[src/rtl/mesh_link_pkg.sv]
// Shared types and constants for the mesh link endpoint and its buffers.
package mesh_link_pkg;

  localparam int WORD_W          = 32;
  localparam int MESH_LINK_DEPTH = 2;

  typedef logic [WORD_W-1:0] word_t;

  // Buffer pointers wrap by natural overflow, so depth must be a power of two >= 2.
  function automatic bit depth_is_legal(input int depth);
    return (depth >= 2) && ((depth & (depth - 1)) == 0);
  endfunction

endpackage

[src/rtl/mesh_link_fifo.sv]
// Synchronous FIFO of words; all outputs come straight from registered state.
module mesh_link_fifo
  import mesh_link_pkg::*;
#(
  parameter int DEPTH = MESH_LINK_DEPTH
) (
  input  logic                     clk,
  input  logic                     rst,
  input  logic                     push_i,
  input  logic [WORD_W-1:0]        wdata_i,
  input  logic                     pop_i,
  output logic [WORD_W-1:0]        rdata_o,
  output logic                     full_o,
  output logic                     empty_o,
  output logic [$clog2(DEPTH):0]   count_o
);

  localparam int            AW      = $clog2(DEPTH);
  localparam logic [AW:0]   DEPTH_C = (AW + 1)'(DEPTH);

  word_t         mem_q [DEPTH];
  logic [AW-1:0] wr_ptr_q, wr_ptr_d;
  logic [AW-1:0] rd_ptr_q, rd_ptr_d;
  logic [AW:0]   count_q, count_d;
  logic          push_ok, pop_ok;

  assign full_o  = (count_q == DEPTH_C);
  assign empty_o = (count_q == '0);
  assign count_o = count_q;
  assign rdata_o = mem_q[rd_ptr_q];

  // Requests against a full/empty buffer are dropped here so state can never corrupt.
  assign push_ok = push_i & ~full_o;
  assign pop_ok  = pop_i & ~empty_o;

  always_comb begin
    wr_ptr_d = wr_ptr_q;
    rd_ptr_d = rd_ptr_q;
    count_d  = count_q;
    if (push_ok) wr_ptr_d = wr_ptr_q + 1'b1;
    if (pop_ok)  rd_ptr_d = rd_ptr_q + 1'b1;
    case ({push_ok, pop_ok})
      2'b10:   count_d = count_q + 1'b1;
      2'b01:   count_d = count_q - 1'b1;
      default: count_d = count_q;
    endcase
  end

  always_ff @(posedge clk or posedge rst) begin
    if (rst) begin
      wr_ptr_q <= '0;
      rd_ptr_q <= '0;
      count_q  <= '0;
    end else begin
      wr_ptr_q <= wr_ptr_d;
      rd_ptr_q <= rd_ptr_d;
      count_q  <= count_d;
    end
  end

  // Storage holds no control meaning, so it is left out of reset.
  always_ff @(posedge clk) begin
    if (push_ok) mem_q[wr_ptr_q] <= wdata_i;
  end

endmodule

[src/rtl/mesh_link_endpoint.sv]
// Tile-side endpoint of a mesh link: a TX buffer toward the peer and an RX
// buffer from the peer, plus a sticky flag for link handshake violations.
module mesh_link_endpoint
  import mesh_link_pkg::*;
#(
  parameter int DEPTH = MESH_LINK_DEPTH
) (
  input  logic                    clk,
  input  logic                    rst,
  input  logic [WORD_W-1:0]       tx_data,
  input  logic                    tx_valid,
  output logic                    tx_ready,
  output logic [WORD_W-1:0]       rx_data,
  output logic                    rx_valid,
  input  logic                    rx_ready,
  output logic [WORD_W-1:0]       send_data,
  output logic                    send_ready,
  input  logic                    send_done,
  input  logic [WORD_W-1:0]       recv_data,
  input  logic                    recv_valid,
  output logic                    recv_ready,
  output logic [$clog2(DEPTH):0]  tx_count,
  output logic [$clog2(DEPTH):0]  rx_count,
  output logic                    proto_err
);

  logic tx_full, tx_empty, rx_full, rx_empty;
  logic tx_push, tx_pop, rx_push, rx_pop;
  logic proto_err_q, proto_err_d;

  assign tx_ready   = ~tx_full;
  assign send_ready = ~tx_empty;
  assign recv_ready = ~rx_full;
  assign rx_valid   = ~rx_empty;
  assign proto_err  = proto_err_q;

  assign tx_push = tx_valid & ~tx_full;
  assign tx_pop  = send_done & ~tx_empty;
  assign rx_push = recv_valid & ~rx_full;
  assign rx_pop  = rx_ready & ~rx_empty;

  mesh_link_fifo #(
    .DEPTH (DEPTH)
  ) u_tx_fifo (
    .clk     (clk),
    .rst     (rst),
    .push_i  (tx_push),
    .wdata_i (tx_data),
    .pop_i   (tx_pop),
    .rdata_o (send_data),
    .full_o  (tx_full),
    .empty_o (tx_empty),
    .count_o (tx_count)
  );

  mesh_link_fifo #(
    .DEPTH (DEPTH)
  ) u_rx_fifo (
    .clk     (clk),
    .rst     (rst),
    .push_i  (rx_push),
    .wdata_i (recv_data),
    .pop_i   (rx_pop),
    .rdata_o (rx_data),
    .full_o  (rx_full),
    .empty_o (rx_empty),
    .count_o (rx_count)
  );

  // Peer claiming a word we never offered, or pushing into a full buffer.
  always_comb begin
    proto_err_d = proto_err_q;
    if ((send_done & tx_empty) | (recv_valid & rx_full)) proto_err_d = 1'b1;
  end

  always_ff @(posedge clk or posedge rst) begin
    if (rst) proto_err_q <= 1'b0;
    else     proto_err_q <= proto_err_d;
  end

endmodule

[config.mk]
export PLATFORM = sky130hd
export DESIGN_NAME = mesh_link_endpoint
export DESIGN_NICKNAME = d
export VERILOG_FILES = /design/src/rtl/mesh_link_pkg.sv /design/src/rtl/mesh_link_fifo.sv /design/src/rtl/mesh_link_endpoint.sv
export SDC_FILE = /design/constraint.sdc
export NUM_CORES = 1
export LEC_CHECK = 0
export BUFFER_PORTS_ARGS = -buffer_cell sky130_fd_sc_hd__buf_4
export CAP_MARGIN = 30
export CORE_MARGIN = 4
export CORE_UTILIZATION = 47
export CTS_CLUSTER_DIAMETER = 150
export CTS_CLUSTER_SIZE = 12
export DETAILED_ROUTE_END_ITERATION = 8
export PLACE_DENSITY_LB_ADDON = 0.25
export SLEW_MARGIN = 10
export SYNTH_ARGS = -nofsm -noshare
export SYNTH_HDL_FRONTEND = slang
export SYNTH_HIERARCHICAL = 1
export SYNTH_SLANG_ARGS = --single-unit
[constraint.sdc]
create_clock -name clk -period 5.3 [get_ports clk]
set_input_delay 1.325 -clock clk [delete_from_list [all_inputs] [get_ports clk]]
set_output_delay 1.325 -clock clk [all_outputs]
set_load 0.03 [all_outputs]
==> impl_metrics.tcl, run 1 <==
set metrics [dict create \
    status "finished clean" \
    cts.sink_count 137 \
    synth_area_leaders "edfxtp_1 71%, mux2_4 16%, dfrtp_1 4.2%, buf_12 2.2%, mux2_2 1.3%" \
    num-fill-cells 768 \
    async_flop_share_pct 6.569 \
    path_class "flop to output pin" \
    cp.required_ps 3970 \
    max_freq_mhz 320.9 \
    avgViaCountPerCell 4.807 \
    max_slew_margin_pct 59.84 \
    cts_tree "built" \
    syn_area_sq_um 5404 \
    worst_pin_slew_ps 600.9 \
    r2r_setup_slack_ps 3290 \
    crit_path_end_kind "output pin" \
    die_y_um 115.2 \
    grt_pass1_wl_um 14280 \
    vdd_drop_max_v 0.0003409 \
    synth_flop_cell "edfxtp_1" \
    num_vias 2692 \
    cp-start-kind "flop" \
    seqPwrFrac_pct 34.0 \
    finClkSkew_ps 4.199 \
    regArea_sq_um 4071 \
    synth_fp_nets 321 \
    hold_viol_final 0 \
    power_density_nw_per_um2 655.0 \
    yosys.cell_types.count 17 \
    yosysSeqAreaShare_pct 75.30 \
    finalCritPeriodShare_pct 58.80 \
    synth.most_common_cell "edfxtp_1" \
    min_period_ps 3116 \
    grt_max_degree 34 \
    syn_avg_cell_area_sq_um 21.70 \
    drtPass1Iterations 4 \
    yosysTopAreaCellShare_pct 71.13 \
    netlist_instances 249 \
    ant_nets 0 \
    power.total_w 0.004767 \
    cts.htree.levels 4 \
    dp_hpwl_um 6446 \
    die_x_um 115.2 \
    layout-drive-gt1-share_pct 58.57 \
    maxCapViolCount 0 \
    io_pins 143 \
    ys_ff_latch 137 \
    wl_per_cell_um 17.10 \
    numCtsBuffers 17 \
    hold_path_class "flop to flop" \
    antenna_found_initial 0 \
    post_cts_buffers 0 \
    syn2layout_area_growth_pct 34.66 \
    fin_area_sq_um 7277 \
    p_int_w 0.003198 \
    rsz0062_at_grt "false" \
    comb_power_share_pct 39.0 \
    post-route-util_pct 65.97 \
    grt_usage_pct 14.60 \
    setup_tns_ps 0 \
    clock_path_buffers 2 \
    root_buffer "clkbuf_16" \
    start_util_pct 48.99 \
    swShare_pct 32.91 \
    routed_wl_um 9576 \
    drtIter0Drc 112 \
    finalSetupViolCount 0 \
    rows 38 \
    critical_path_arrival_ps 1790 \
    place_area_sq_um 6555 \
    power_leakage_nw 2.964 \
    crit_fanout 24 \
    clk_latency_ps 410 \
    p_clk_share_pct 27.0 \
    synth.top_cells.by_count "128 x edfxtp_1, 58 x mux2_4, 9 x dfrtp_1, 9 x inv_1" \
    synth_edf_count 128 \
    clk_pin_slew_ps 50 \
    hold_buffers 0 \
    yosys_warnings 6 \
    drc 0 \
    dieArea_sq_um 13280 \
    multi_input_area_sq_um 1174 \
    grt_pass1_vias 2859 \
    drv_slew 0 \
    grt-ovfl-total 0 \
    core_area_sq_um 11030 \
    gp_congestion 0.6729 \
    power.switching_w 0.001569 \
    n_antenna_cell 0 \
    whs_path_depth 1 \
    reg2reg_depth 6 \
    yosysTopAreaCell "edfxtp_1" \
    cts_resized 0 \
    hold_ws_ps 503.3 \
    port_buffers 142 \
    fin_nets 480 \
]
## layer usage
layer,part of all wire (%),up-vias,global-route usage (%)
li1,-,1268,-
met1,39,1315,16.03
met2,49,99,23.65
met3,10,10,7.579
met4,1.6,0,6.573
met5,0,-,0
## worst max-delay path, stage by stage, from the launching register on
cell     delay (ps)
dfrtp_2         570
buf_12          260
mux2_2          360
buf_4           170
## cells by family (layout without fill, tap and decap cells)
kind of cell             Yosys count  after routing  share of synthesized area, %
flip-flops                       137            137                         75.30
multiplexers                      64             64                         17.37
AND/OR/NAND/NOR                   18             18                         1.806
buffers and inverters             17            188                         3.265
XOR/XNOR                          10             10                         1.621
adder cells (fa/ha/maj)            2              2                        0.4630
AO/OA/AOI/OAI                      1              1                        0.1852
## through the flow
stage | setup slack, ps | std cells
6_report | 2184 | 560
5_1_grt | 2127 | 560
4_1_cts | 1887 | 557
3_5_place_dp | 2333 | 526
3_3_place_gp | 2330 | 525
2_1_floorplan | 1951 | 249
## power groups by stage
stage | clock (W) | combinational [W] | sequential, W
after global placement | 0 | 0.00172 | 0.00173
after floorplan | 0 | 0.00136 | 0.00162
after global routing | 0.00137 | 0.00196 | 0.00165
after CTS | 0.00132 | 0.00180 | 0.00167
after detailed placement | 0 | 0.00179 | 0.00169
final | 0.00129 | 0.00186 | 0.00162
## sequential cells by signal (all words and copies together), names as in the netlist
name / cells
u_rx_fifo/mem_q: 64
u_tx_fifo/mem_q: 64
u_tx_fifo/rd_ptr_q: 1
u_rx_fifo/wr_ptr_q: 1
u_rx_fifo/count_o: 2
u_tx_fifo/count_o: 2
proto_err: 1
u_tx_fifo/wr_ptr_q: 1
u_rx_fifo/rd_ptr_q: 1
## cell usage in the layout, fill, tap and decap left out, drive strengths merged
cell,count
a221o,1
and3,2
buf,148
bufinv,6
clkbuf,17
clkinv,6
clkinvlp,2
dfrtp,9
edfxtp,128
ha,2
inv,9
mux2,64
nand2,2
nand2b,2
nor2,6
nor2b,6
xnor2,6
xor2,4
## final cells by class
type | count | area share (%)
flip-flops and latches | 137 | 55.95
multi-input cells | 95 | 16.13
repair buffers | 148 | 16.06
clock buffers | 17 | 5.846
clock inverters | 14 | 3.146
well taps | 140 | 2.407
inverters | 9 | 0.4642
## worst paths after layout
| check | startpoint | endpoint |
|---|---|---|
| max in group asynchronous | rst | u_tx_fifo/rd_ptr_q |
| worst max register to register | u_tx_fifo/count_o[0] | u_tx_fifo/mem_q[0][29] |
| min in group asynchronous | rst | proto_err |
| worst min register to register | proto_err | proto_err |
| worst min-delay path | proto_err | proto_err |
| worst max-delay path | u_tx_fifo/rd_ptr_q | send_data[16] |
Note: power is estimated with default switching activity, not from simulation.
==> run 2: changes to the inputs <==
clock period = 2.7 ns   (was 5.3 ns; I/O delays follow)
==> impl_metrics.tcl, run 2 (synthesis gave the netlist of run 1 again) <==
set metrics [dict create \
    status "finished clean" \
    crit_path_end_kind "output pin" \
    finalWorstSetupSlack_ps 374.0 \
    start_util_pct 48.99 \
    fin_nets 481 \
    finalCritPeriodShare_pct 86.15 \
    min_period_ps 2326 \
    syn2layout_area_growth_pct 31.81 \
    grt-ovfl-total 0 \
    cpMostUsedCell "buf_4" \
    avgViaCountPerCell 4.746 \
    clock_path_buffers 2 \
    r2r_setup_slack_ps 890 \
    root_buffer "clkbuf_16" \
    path_class "flop to output pin" \
    post-route-util_pct 64.58 \
    startpoint "u_tx_fifo/rd_ptr_q" \
    cts.htree.levels 4 \
    reg2reg_depth 6 \
    rows 38 \
    finalSetupViolCount 0 \
    clk_latency_ps 390 \
    hold_buffers 0 \
    crit_path_end "send_data[21]" \
    max_slew_margin_pct 70.40 \
    max_stage_delay_ps 390 \
    crit_chain "buf_4 -> mux2_2 -> buf_4" \
    antenna_found_initial 0 \
    numCtsBuffers 17 \
    gp_congestion 0.7186 \
    crit_fanout 20 \
    clk_pin_slew_ps 50 \
    n_antenna_cell 0 \
    power_leakage_nw 2.907 \
    slowest_stage "mux2_2" \
    wl_per_cell_um 16.65 \
    reg_top3 "u_rx_fifo/mem_q (64), u_tx_fifo/mem_q (64)" \
    die_x_um 115.2 \
    vdd_drop_max_v 0.0005793 \
    core_area_sq_um 11030 \
    layout_common_cells "148 x buf_4, 128 x edfxtp_1, 58 x mux2_4, 17 x clkbuf_16, 9 x inv_1" \
    cp-start-kind "flop" \
    num_vias 2667 \
    max_freq_mhz 429.9 \
    grt_max_degree 33 \
    hold_viol_final 0 \
    cts_tree "built" \
    grt_usage_pct 14.51 \
    drtIter0Drc 117 \
    place_inst 530 \
    dpl_worst_slack_ps 760.4 \
    dieArea_sq_um 13280 \
    routed_wl_um 9356 \
    drv_slew 0 \
    worst_pin_slew_ps 444.0 \
    setup_tns_ps 0 \
    hold_path_class "input pin to asynchronous set/reset pin" \
    die_y_um 115.2 \
    io_pins 143 \
    rr_endpoint "u_rx_fifo/mem_q[0][22]" \
    cp.required_ps 2030 \
    ant_nets 0 \
    grt_pass1_wl_um 14370 \
    final_common_cell "buf_4" \
    power.total_w 0.008820 \
    layout-drive-gt1-share_pct 58.77 \
    stdcell_count 562 \
    maxCapViolCount 0 \
    power_density_nw_per_um2 1238 \
    drc 0 \
    cts.sink_count 137 \
    port_buffers 142 \
    dp_hpwl_um 6531 \
    post_cts_buffers 0 \
    critical_path_arrival_ps 1650 \
    drtPass1Iterations 4 \
    rsz0062_at_grt "false" \
    finClkSkew_ps 4.895 \
    cts_resized 0 \
    r2r-start "u_rx_fifo/count_o[0]" \
    grt_pass1_vias 2922 \
]
## run 2: changes by cell type in the layout (fill, tap and decap cells not counted), sizes merged
cell / previous run / this run
buf: 148 / 149
bufinv: 6 / 1
clkbuf: 17 / 19
clkinv: 6 / 9
inv: 9 / 10
## run 2: routing by layer
| layer | share of wire (%) | global-route usage (%) | wire (um) | vias to the layer above |
|---|---|---|---|---|
| li1 | - | - | - | 1270 |
| met1 | 38 | 15.87 | 3595 | 1297 |
| met2 | 52 | 25.00 | 4873 | 96 |
| met3 | 8.8 | 6.684 | 822 | 4 |
| met4 | 0.69 | 4.930 | 65 | 0 |
| met5 | 0 | 0 | 0 | - |
## run 2: power by group
group / internal [W] / switching, W / leakage [nW]
Sequential: 0.00294 / 0.000178 / 1.28
Combinational: 0.00158 / 0.00207 / 1.36
Clock: 0.00126 / 0.000801 / 0.264
## run 2: worst min path at each step
stage                    from   endpoint  slack, ps  cells past startpoint
detailed placement  proto_err  proto_err        480                      1
CTS                       rst  proto_err        110                      2
global placement    proto_err  proto_err        470                      1
floorplan                 rst  proto_err        400                      1
finish                    rst  proto_err        130                      2
global route              rst  proto_err        110                      2
## run 2: final cells by class
| type | instances | area (sq um) |
|---|---|---|
| clock inverters | 13 | 105.1 |
| multi-input cells | 95 | 1174 |
| clock buffers | 19 | 432.9 |
| fillers | 801 | 3908 |
| inverters | 9 | 33.78 |
| flip-flops and latches | 137 | 4071 |
| repair buffers | 149 | 1131 |
| well taps | 140 | 175.2 |
## run 2: critical path, delay by kind of cell, from the launching register on
kind | cells | cell delay [ps]
buffers and inverters | 2 | 500
flip-flops | 1 | 360
multiplexers | 1 | 390
## run 2: per-stage QoR
stage               cell area [sq um]  hold slack [ps]
floorplan                        5409            403.7
global placement                 6585            468.6
detailed placement               6585            481.6
CTS                              7123            110.1
global route                     7123            108.5
finish                           7123            129.8
